## src/rtl/digit_serial_subtractor_if.sv

```systemverilog
`default_nettype none
// ============================================================================
// Module   : digit_serial_subtractor_if
// Purpose  : Operand/result handshake bundle for digit_serial_subtractor.
//            The ovf member exists only when DIGIT_SERIAL_SUB_OVERFLOW_EN is defined.
// Revision : 1.0 - initial release
// ============================================================================
interface digit_serial_subtractor_if #(
    parameter int N = 32
);
    logic         in_valid;
    logic         in_ready;
    logic [N-1:0] a;
    logic [N-1:0] b;
    logic         bi;
    logic         out_valid;
    logic         out_ready;
    logic [N-1:0] d;
    logic         bo;
    logic         zero;
    logic         busy;
`ifdef DIGIT_SERIAL_SUB_OVERFLOW_EN
    logic         ovf;

    modport master (
        output in_valid, a, b, bi, out_ready,
        input  in_ready, out_valid, d, bo, zero, busy, ovf
    );

    modport slave (
        input  in_valid, a, b, bi, out_ready,
        output in_ready, out_valid, d, bo, zero, busy, ovf
    );
`else
    modport master (
        output in_valid, a, b, bi, out_ready,
        input  in_ready, out_valid, d, bo, zero, busy
    );

    modport slave (
        input  in_valid, a, b, bi, out_ready,
        output in_ready, out_valid, d, bo, zero, busy
    );
`endif
endinterface
`default_nettype wire

```

## src/rtl/digit_serial_subtractor.sv

```systemverilog
`default_nettype none
// ============================================================================
// Module   : digit_serial_subtractor
// Purpose  : d = a - b - bi over N bits, W bits per clock, borrow chained
//            through a carry register. Optional macro: DIGIT_SERIAL_SUB_OVERFLOW_EN.
// Revision : 1.0 - initial release
// ============================================================================
module digit_serial_subtractor #(
    parameter int N = 32,
    parameter int W = 8
) (
    input  wire logic                  clk,
    input  wire logic                  rst_n,
    digit_serial_subtractor_if.slave   bus
);

    localparam int c_num_digits = N / W;
    localparam int c_cnt_w      = (c_num_digits > 1) ? $clog2(c_num_digits) : 1;
    localparam logic [c_cnt_w-1:0] c_last_digit = c_cnt_w'(c_num_digits - 1);

    if ((W < 1) || (W > N)) begin : g_bad_digit_width
        $error("digit_serial_subtractor: W must satisfy 1 <= W <= N");
    end else if ((N % W) != 0) begin : g_bad_divisor
        $error("digit_serial_subtractor: N must be a multiple of W");
    end

    typedef enum logic [1:0] {
        S_IDLE = 2'd0,
        S_BUSY = 2'd1,
        S_DONE = 2'd2
    } state_t;

    state_t               r_state;
    logic [N-1:0]         r_a;
    logic [N-1:0]         r_b;
    logic                 r_carry;
    logic [c_cnt_w-1:0]   r_cnt;
    logic                 r_all_zero;
    logic [N-1:0]         r_d;
    logic                 r_bo;
    logic                 r_zero;
    logic                 r_in_ready;
    logic                 r_out_valid;
    logic                 r_busy;
`ifdef DIGIT_SERIAL_SUB_OVERFLOW_EN
    logic                 r_ovf;
`endif

    logic [W-1:0]         w_a_dig;
    logic [W-1:0]         w_b_dig;
    logic [W:0]           w_sum;
    logic                 w_dig_zero;

    // Subtraction as a + ~b + carry; the carry register holds the inverted borrow.
    always_comb begin
        w_a_dig    = r_a[int'(r_cnt) * W +: W];
        w_b_dig    = r_b[int'(r_cnt) * W +: W];
        w_sum      = {1'b0, w_a_dig} + {1'b0, ~w_b_dig} + {{W{1'b0}}, r_carry};
        w_dig_zero = (w_sum[W-1:0] == '0);
    end

    always_ff @(posedge clk or negedge rst_n) begin
        if (!rst_n) begin
            r_state     <= S_IDLE;
            r_a         <= '0;
            r_b         <= '0;
            r_carry     <= 1'b0;
            r_cnt       <= '0;
            r_all_zero  <= 1'b0;
            r_d         <= '0;
            r_bo        <= 1'b0;
            r_zero      <= 1'b0;
            r_in_ready  <= 1'b1;
            r_out_valid <= 1'b0;
            r_busy      <= 1'b0;
`ifdef DIGIT_SERIAL_SUB_OVERFLOW_EN
            r_ovf       <= 1'b0;
`endif
        end else begin
            case (r_state)
                S_IDLE: begin
                    if (bus.in_valid) begin
                        r_a        <= bus.a;
                        r_b        <= bus.b;
                        r_carry    <= ~bus.bi;
                        r_cnt      <= '0;
                        r_all_zero <= 1'b1;
                        r_state    <= S_BUSY;
                        r_in_ready <= 1'b0;
                        r_busy     <= 1'b1;
                    end
                end
                S_BUSY: begin
                    r_d[int'(r_cnt) * W +: W] <= w_sum[W-1:0];
                    r_carry    <= w_sum[W];
                    r_all_zero <= r_all_zero & w_dig_zero;
                    r_cnt      <= r_cnt + 1'b1;
                    if (r_cnt == c_last_digit) begin
                        r_bo        <= ~w_sum[W];
                        r_zero      <= r_all_zero & w_dig_zero;
`ifdef DIGIT_SERIAL_SUB_OVERFLOW_EN
                        // The top digit's MSB is the result sign bit d[N-1].
                        r_ovf       <= (r_a[N-1] != r_b[N-1]) && (w_sum[W-1] != r_a[N-1]);
`endif
                        r_state     <= S_DONE;
                        r_out_valid <= 1'b1;
                    end
                end
                S_DONE: begin
                    if (bus.out_ready) begin
                        r_state     <= S_IDLE;
                        r_out_valid <= 1'b0;
                        r_in_ready  <= 1'b1;
                        r_busy      <= 1'b0;
                    end
                end
                default: begin
                    r_state     <= S_IDLE;
                    r_out_valid <= 1'b0;
                    r_in_ready  <= 1'b1;
                    r_busy      <= 1'b0;
                end
            endcase
        end
    end

    assign bus.in_ready  = r_in_ready;
    assign bus.out_valid = r_out_valid;
    assign bus.busy      = r_busy;
    assign bus.d         = r_d;
    assign bus.bo        = r_bo;
    assign bus.zero      = r_zero;
`ifdef DIGIT_SERIAL_SUB_OVERFLOW_EN
    assign bus.ovf       = r_ovf;
`endif

endmodule
`default_nettype wire

```

## src/flat_wrapper.sv

```systemverilog
// flat-port wrapper written by rule: the top's interface ports become plain ports
module digit_serial_subtractor_flat 
#(
    parameter int N = 32,
    parameter int W = 8
)
  (clk, rst_n, bus_in_valid, bus_a, bus_b, bus_bi, bus_out_ready, bus_in_ready, bus_out_valid, bus_d, bus_bo, bus_zero, bus_busy);
  digit_serial_subtractor_if #(.N(N)) bus_i ();
  input  wire logic clk;
  input  wire logic rst_n;
  input wire logic [$bits(bus_i.in_valid)-1:0] bus_in_valid;
  input wire logic [$bits(bus_i.a)-1:0] bus_a;
  input wire logic [$bits(bus_i.b)-1:0] bus_b;
  input wire logic [$bits(bus_i.bi)-1:0] bus_bi;
  input wire logic [$bits(bus_i.out_ready)-1:0] bus_out_ready;
  output wire logic [$bits(bus_i.in_ready)-1:0] bus_in_ready;
  output wire logic [$bits(bus_i.out_valid)-1:0] bus_out_valid;
  output wire logic [$bits(bus_i.d)-1:0] bus_d;
  output wire logic [$bits(bus_i.bo)-1:0] bus_bo;
  output wire logic [$bits(bus_i.zero)-1:0] bus_zero;
  output wire logic [$bits(bus_i.busy)-1:0] bus_busy;
  assign bus_i.in_valid = bus_in_valid;
  assign bus_i.a = bus_a;
  assign bus_i.b = bus_b;
  assign bus_i.bi = bus_bi;
  assign bus_i.out_ready = bus_out_ready;
  assign bus_in_ready = bus_i.in_ready;
  assign bus_out_valid = bus_i.out_valid;
  assign bus_d = bus_i.d;
  assign bus_bo = bus_i.bo;
  assign bus_zero = bus_i.zero;
  assign bus_busy = bus_i.busy;
  digit_serial_subtractor #(.N(N), .W(W)) u_core (.clk(clk), .rst_n(rst_n), .bus(bus_i));
endmodule
```

## config.mk

```make
export PLATFORM = sky130hd
export DESIGN_NAME = digit_serial_subtractor_flat
export DESIGN_NICKNAME = d
export VERILOG_FILES = /design/src/rtl/digit_serial_subtractor_if.sv /design/src/rtl/digit_serial_subtractor.sv /design/src/flat_wrapper.sv
export SDC_FILE = /design/constraint.sdc
export NUM_CORES = 1
export LEC_CHECK = 0
export CAP_MARGIN = 20
export CORE_ASPECT_RATIO = 1.5
export CORE_MARGIN = 3
export CORE_UTILIZATION = 34
export DETAILED_ROUTE_END_ITERATION = 6
export DONT_BUFFER_PORTS = 1
export PLACE_DENSITY_LB_ADDON = 0.3
export SLEW_MARGIN = 20
export SYNTH_ARGS = -nofsm -noshare
export SYNTH_HDL_FRONTEND = slang
export SYNTH_SLANG_ARGS = --single-unit
```

## constraint.sdc

```tcl
create_clock -name clk -period 3.87 [get_ports clk]
set_input_delay 0.5805 -clock clk [delete_from_list [all_inputs] [get_ports clk]]
set_output_delay 0.5805 -clock clk [all_outputs]
set_load 0.01 [all_outputs]
```

== Yosys cells after proc, flatten, opt, wreduce, memory -nomap -nowiden ==
Cells that the tools add are included.

* Add/sub/neg operators: 4
* Equal/unequal tests: 6
* Shifts and indexed selects: 4
* Muxes and demuxes: 18
* Bitwise operators: 6
* Reduce and logical (&&, ||, !) cells: 9

{| class="wikitable"
|+ Operator list
! cell !! count
|-
| 32-bit by 6-bit indexed part select with 8-bit output || 2
|-
| 5-bit negation with 33-bit output || 1
|-
| 8-bit by 33-bit variable shift with 32-bit output (first input constant) || 1
|-
| 8-bit by 33-bit indexed part select with 32-bit output || 1
|-
| 32-bit bitwise mux || 1
|-
| 8-bit by 8-bit adder with 9-bit output || 1
|-
| 9-bit by 1-bit adder with 9-bit output || 1
|-
| 1-bit case mux with 3 select lines || 3
|-
| 3-bit AND reduction || 3
|-
| 8-bit zero test || 1
|-
| 2-bit two-way mux || 4
|-
| 8-bit inverter || 1
|-
| 1-bit two-way mux || 6
|-
| 2-bit case mux with 3 select lines || 1
|-
| 2-bit AND reduction || 3
|-
| 2-bit == test (second input constant) || 2
|-
| 2-bit inequality test (second input constant) || 2
|-
| 1-bit inverter || 4
|-
| 1-bit case mux with 2 select lines || 2
|-
| 2-bit case mux with 2 select lines || 1
|-
| 2-bit by 1-bit adder with 2-bit output (second input constant) || 1
|-
| 2-bit by 1-bit == test with 1-bit output (second input constant) || 1
|-
| 2-bit zero test || 1
|-
| 2-bit by 1-bit inequality test with 1-bit output (second input constant) || 1
|-
| other kinds (2) || 2
|}

* Flip-flop bits (word level): 107
* Input bits: 69
* Output and inout port bits: 37
* Logic and storage cells: 59

== Longest topological paths before layout ==
* Word-level depth: 7
* Gate-level depth with buffers: 11

== Least setup slack after synthesis ==
Ideal clock, no wire load.

* Path type: register to register
* From: register u_core.r_cnt[0]
* To: register u_core.r_zero (netlist: u_core.bus.zero)
* Library setup time: 0.092 ns
* Arrival time: 3.450 ns
* Slack: 0.328 ns
* Stages on the path, launching flop included: 12
* Clock period less this slack: 3.542 ns
* Cell sequence: dfrtp_1 buf_2 buf_2 mux4_2 fa_1 fa_1 a21oi_1 and4b_1 nor3_1 nor2_2 or3b_1 o31ai_2

* Word-level cells in the longest chain between the ends: 6
* Elaborated cells on any way between the ends: 9
* Those cells by class: add/sub: 2; eq/ne: 1; shift: 2; bitwise: 2; reduce/logical: 2

{| class="wikitable"
|+ RTL lines
! element !! RTL line !! RTL
|-
| from (decl) || digit_serial_subtractor.sv:37 || <nowiki>logic [c_cnt_w-1:0] r_cnt;</nowiki>
|-
| from (signal assigned) || digit_serial_subtractor.sv:97 || <nowiki>r_cnt <= r_cnt + 1'b1;</nowiki>
|-
| 32-bit by 6-bit indexed part select with 8-bit output || digit_serial_subtractor.sv:57 || <nowiki>w_b_dig = r_b[int'(r_cnt) * W +: W];</nowiki>
|-
| 8-bit inverter || digit_serial_subtractor.sv:58 || <nowiki>w_sum = {1'b0, w_a_dig} + {1'b0, ~w_b_dig} + {{W{1'b0}}, r_carry};</nowiki>
|-
| 8-bit by 8-bit adder with 9-bit output || digit_serial_subtractor.sv:58 ||
|-
| 9-bit by 1-bit adder with 9-bit output || digit_serial_subtractor.sv:58 ||
|-
| 8-bit zero test || digit_serial_subtractor.sv:59 || <nowiki>w_dig_zero = (w_sum[W-1:0] == '0);</nowiki>
|-
| 1-bit AND || digit_serial_subtractor.sv:100 || <nowiki>r_zero <= r_all_zero & w_dig_zero;</nowiki>
|-
| to (signal assigned) || digit_serial_subtractor.sv:100 ||
|-
| to (decl) || digit_serial_subtractor.sv:41 || <nowiki>logic r_zero;</nowiki>
|}

Several ways; a longest one is shown, not always the timed one.
A chain may end at the register's enable or synchronous reset.

== Worst setup path in the final report ==
Same ends and word-level chain as after synthesis.

==> qor_table.md <==
| Result | This run | Unit |
|---|---|---|
| Level count of the clock H-tree | 3 | - |
| Detailed Routing Iterations Pass 1 | 4 | - |
| Pin count of the biggest net entering global routing | 107 | - |
| Detail-routed net length per standard cell | 21.09 | µm |
| Register clock-pin slew on the reported worst setup and hold paths | 80 | ps |
| Synth Warn # | 0 | - |
| Register area share after synthesis | 55.52 | % |
| Cell type with the largest total area after synthesis | sky130_fd_sc_hd__dfrtp_1 | - |
| Required time worst endpoint | 4130 | ps |
| Series of cell instances along the critical path | buf_4 -> mux4_2 -> inv_1 -> fa_1 -> fa_1 -> a21oi_1 -> and4b_1 -> nor3_1 -> nor2_2 -> or3b_1 -> o31ai_2 | - |
| Weighted congestion at the end of routability-driven global placement | 0.7883 | - |
| Clock Sink Count | 107 | - |
| First element of the critical path | u_core.r_cnt[0] | - |
| Antenna Cells | 0 | - |
| Critical path endpoint category | flip-flop | - |
| Number of gates resized after cts | 0 | - |
| Antenna violations before repair | 1 | - |
| Crit-path leading delay family | simple AND/OR/NAND/NOR gates | - |
| Setup_tns | 0 | ps |
| Outcome | finished clean | - |
| Clock latency at the later pin of the worst-skew pair | 340 | ps |
| ANT nets after route | 0 | - |
| Post-Syn Instances | 342 | - |
| Count of final setup violators | 0 | - |
| Port Buffers | 0 | - |
| Initial Util | 35.31 | % |
| Cell area after synthesis | 4825 | µm² |
| Crit-path most repeated cell | sky130_fd_sc_hd__fa_1 | - |
| Top-Level Pins | 106 | - |
| Bufs on Longest Clock Path | 2 | - |
| Fin Hold WS | 74.30 | ps |
| Area added between synthesis and finish | 10.92 | % |
| Clk_skew | 10.26 | ps |
| Number of rows created at floorplan | 52 | - |
| Number of global-route vias before repair | 3014 | - |
| Sum of net half-perimeters after detailed placement | 7936 | µm |
| Filler cells | 1298 | - |
| Placement Cell Area | 4994 | µm² |
| Residual DRC count | 0 | - |
| Number of logic stages on the critical path including buffering | 11 | - |
| R2R Path End | u_core.bus.zero | - |
| Post-route cell area | 5351 | µm² |
| Count of cell types in the netlist | 43 | - |
| Cts bufs inserted | 9 | - |
| Grt peak-use layer | met2 | - |
| Data arrival time of the worst path | 3500 | ps |
| Setup repair after global routing missed its margin | false | - |
| Post-synth top area share | 54.98 | % |
| Part of the cycle the worst path needs | 83.71 | % |
| Final WL | 10800 | µm |
| Total vias in the final route | 2810 | - |
| First-pass GRT wire length | 17050 | µm |
| Area of the core | 13660 | µm² |
| R2R depth | 11 | - |
| Clock root buffer | sky130_fd_sc_hd__clkbuf_16 | - |
| R2R Setup Slk | 630 | ps |
| Number of storage elements in the synthesis netlist | 107 | - |
| MaxCap Viol Count | 0 | - |
| Floorplan die area | 15680 | µm² |
| Leading cell types in the layout, fill and taps excluded | sky130_fd_sc_hd__dfrtp_1 (106), sky130_fd_sc_hd__mux2_2 (65), sky130_fd_sc_hd__a22o_1 (26) | - |
| Final #Nets | 429 | - |
| M3 GR Usage | 4.404 | % |
| Critical path's slowest cell | sky130_fd_sc_hd__fa_1 | - |
| Transition time at the pin with the least slew margin | 890.5 | ps |
| Hold crit path type | input port to asynchronous set/reset pin | - |
| Critical-path maximum fanout | 11 | - |
| GRT Util Overall | 14.46 | % |
| Critical Path Max Stage Delay | 440 | ps |
| Die Height | 151.9 | µm |
| Clock tree from TritonCTS | built | - |
| Multi-input gate area | 2026 | µm² |
| Top post-synthesis cells by area | sky130_fd_sc_hd__dfrtp_1 (55%), sky130_fd_sc_hd__mux2_2 (15%), sky130_fd_sc_hd__mux4_2 (7.5%) | - |
| Rel. slew slack | 40.17 | % |
| Number of nets produced by synthesis | 426 | - |
| Initial detailed-routing violation count | 94 | - |
| Die outline width | 103.3 | µm |
| End point of the critical path | u_core.bus.zero | - |
| Number of vias per cell | 5.488 | - |
| Post-Syn Area per Cell | 14.11 | µm² |
| Number of max-slew violations in the final report | 0 | - |
| Most frequent standard cell in the layout excluding fill and tap cells | sky130_fd_sc_hd__dfrtp_1 | - |
| Layout cell share with drive strength beyond 1 | 32.00 | % |
| Maximum clock frequency | 0.3087 | GHz |
| Reg2reg start | u_core.r_cnt[0] | - |
| Buf/Inv on CP | 2 | - |
| Footprint of the flip-flops and latches | 2679 | µm² |
| Hold Fails Final Rpt | 0 | - |
| Clock period minus final worst setup slack | 3239 | ps |
| Type of the setup path with the least slack | flip-flop to flip-flop | - |
| Critical Path Start Type | flip-flop | - |
| Global routing met1 resource utilization | 16.80 | % |
| Global routing usage on met2 | 24.76 | % |
| GRT Residual Overflow | 0 | - |
[state kept, by name, indices dropped and copies added, names as in the netlist]
register / count
u_core.r_carry: 1
u_core.r_a: 32
u_core.r_b: 32
u_core.bus.d: 32
u_core.r_state: 2
u_core.bus.zero: 1
u_core.bus.out_valid: 1
u_core.r_all_zero: 1
u_core.r_cnt: 2
u_core.bus.bo: 1
u_core.bus.in_ready: 1
u_core.bus.busy: 1
[synth_stat cells, drive strengths merged]
cell type,number
a22o,26
or4,1
xor2,3
nand3,1
or3b,1
o22ai,3
clkbuf,3
mux4,16
o2bb2ai,1
and2b,1
nor2b,2
inv,15
mux2,65
nor4,1
dfrtp,106
nand4,2
nand2,18
xnor2,2
nor3,4
a31oi,1
a21o,2
o31ai,2
ha,13
o21a,1
o22a,1
fa,2
o21bai,1
or3,2
nor2,12
and4b,1
o21ai,13
buf,10
nand2b,1
a21oi,8
dfstp,1
[worst min path at each step]
stage                                     end  slack (ps)  startpoint  cells past startpoint
after floorplan                 u_core.bus.bo         280       rst_n                      0
after global placement          u_core.r_b[1]         290       rst_n                      0
after detailed placement      u_core.bus.busy         290       rst_n                      0
after CTS                 u_core.bus.in_ready          60       rst_n                      0
after global routing      u_core.bus.in_ready          60       rst_n                      0
final                     u_core.bus.in_ready          70       rst_n                      0
[routing by layer]
metal  wire, µm  share of wire (%)
met4        244                2.3
met2       5734                 53
met5         13               0.12
met1       4108                 38
met3        696                6.4
[through the flow]
step | util [%] | cells | setup slack, ps
2_1_floorplan | - | 342 | 327.8
3_3_place_gp | 36.55 | 495 | 712.7
3_5_place_dp | 36.55 | 495 | 632.8
4_1_cts | 39.17 | 512 | 617.5
5_1_grt | 39.17 | 512 | 444.8
6_report | 39.17 | 512 | 630.6
[cell families after synthesis]
| kind of cell | synth area share (%) |
|---|---|
| compound gates | 9.103 |
| flops | 55.52 |
| buf+inv | 2.645 |
| simple gates | 4.824 |
| xor+xnor | 1.064 |
| mux | 22.64 |
| fa+ha+maj | 4.201 |
[layout make-up]
type,instances,share of cell area [%]
sequential,107,50.06
timing repair buffer,5,1.076
clock inverter,7,1.964
tap,162,3.788
clock buffer,9,4.209
inverter,15,1.052
multi-input combinational,207,37.85
[timing repair]
action                                  4_1_cts  5_1_grt
hold endpoints to repair                    106        0
endpoints found under the setup margin        0        0
buffers inserted                              0        0
hold buffers                                  1        0
Power is not shown: default switching activity piles up to over one toggle a cycle in this logic, so the estimate is an artifact.
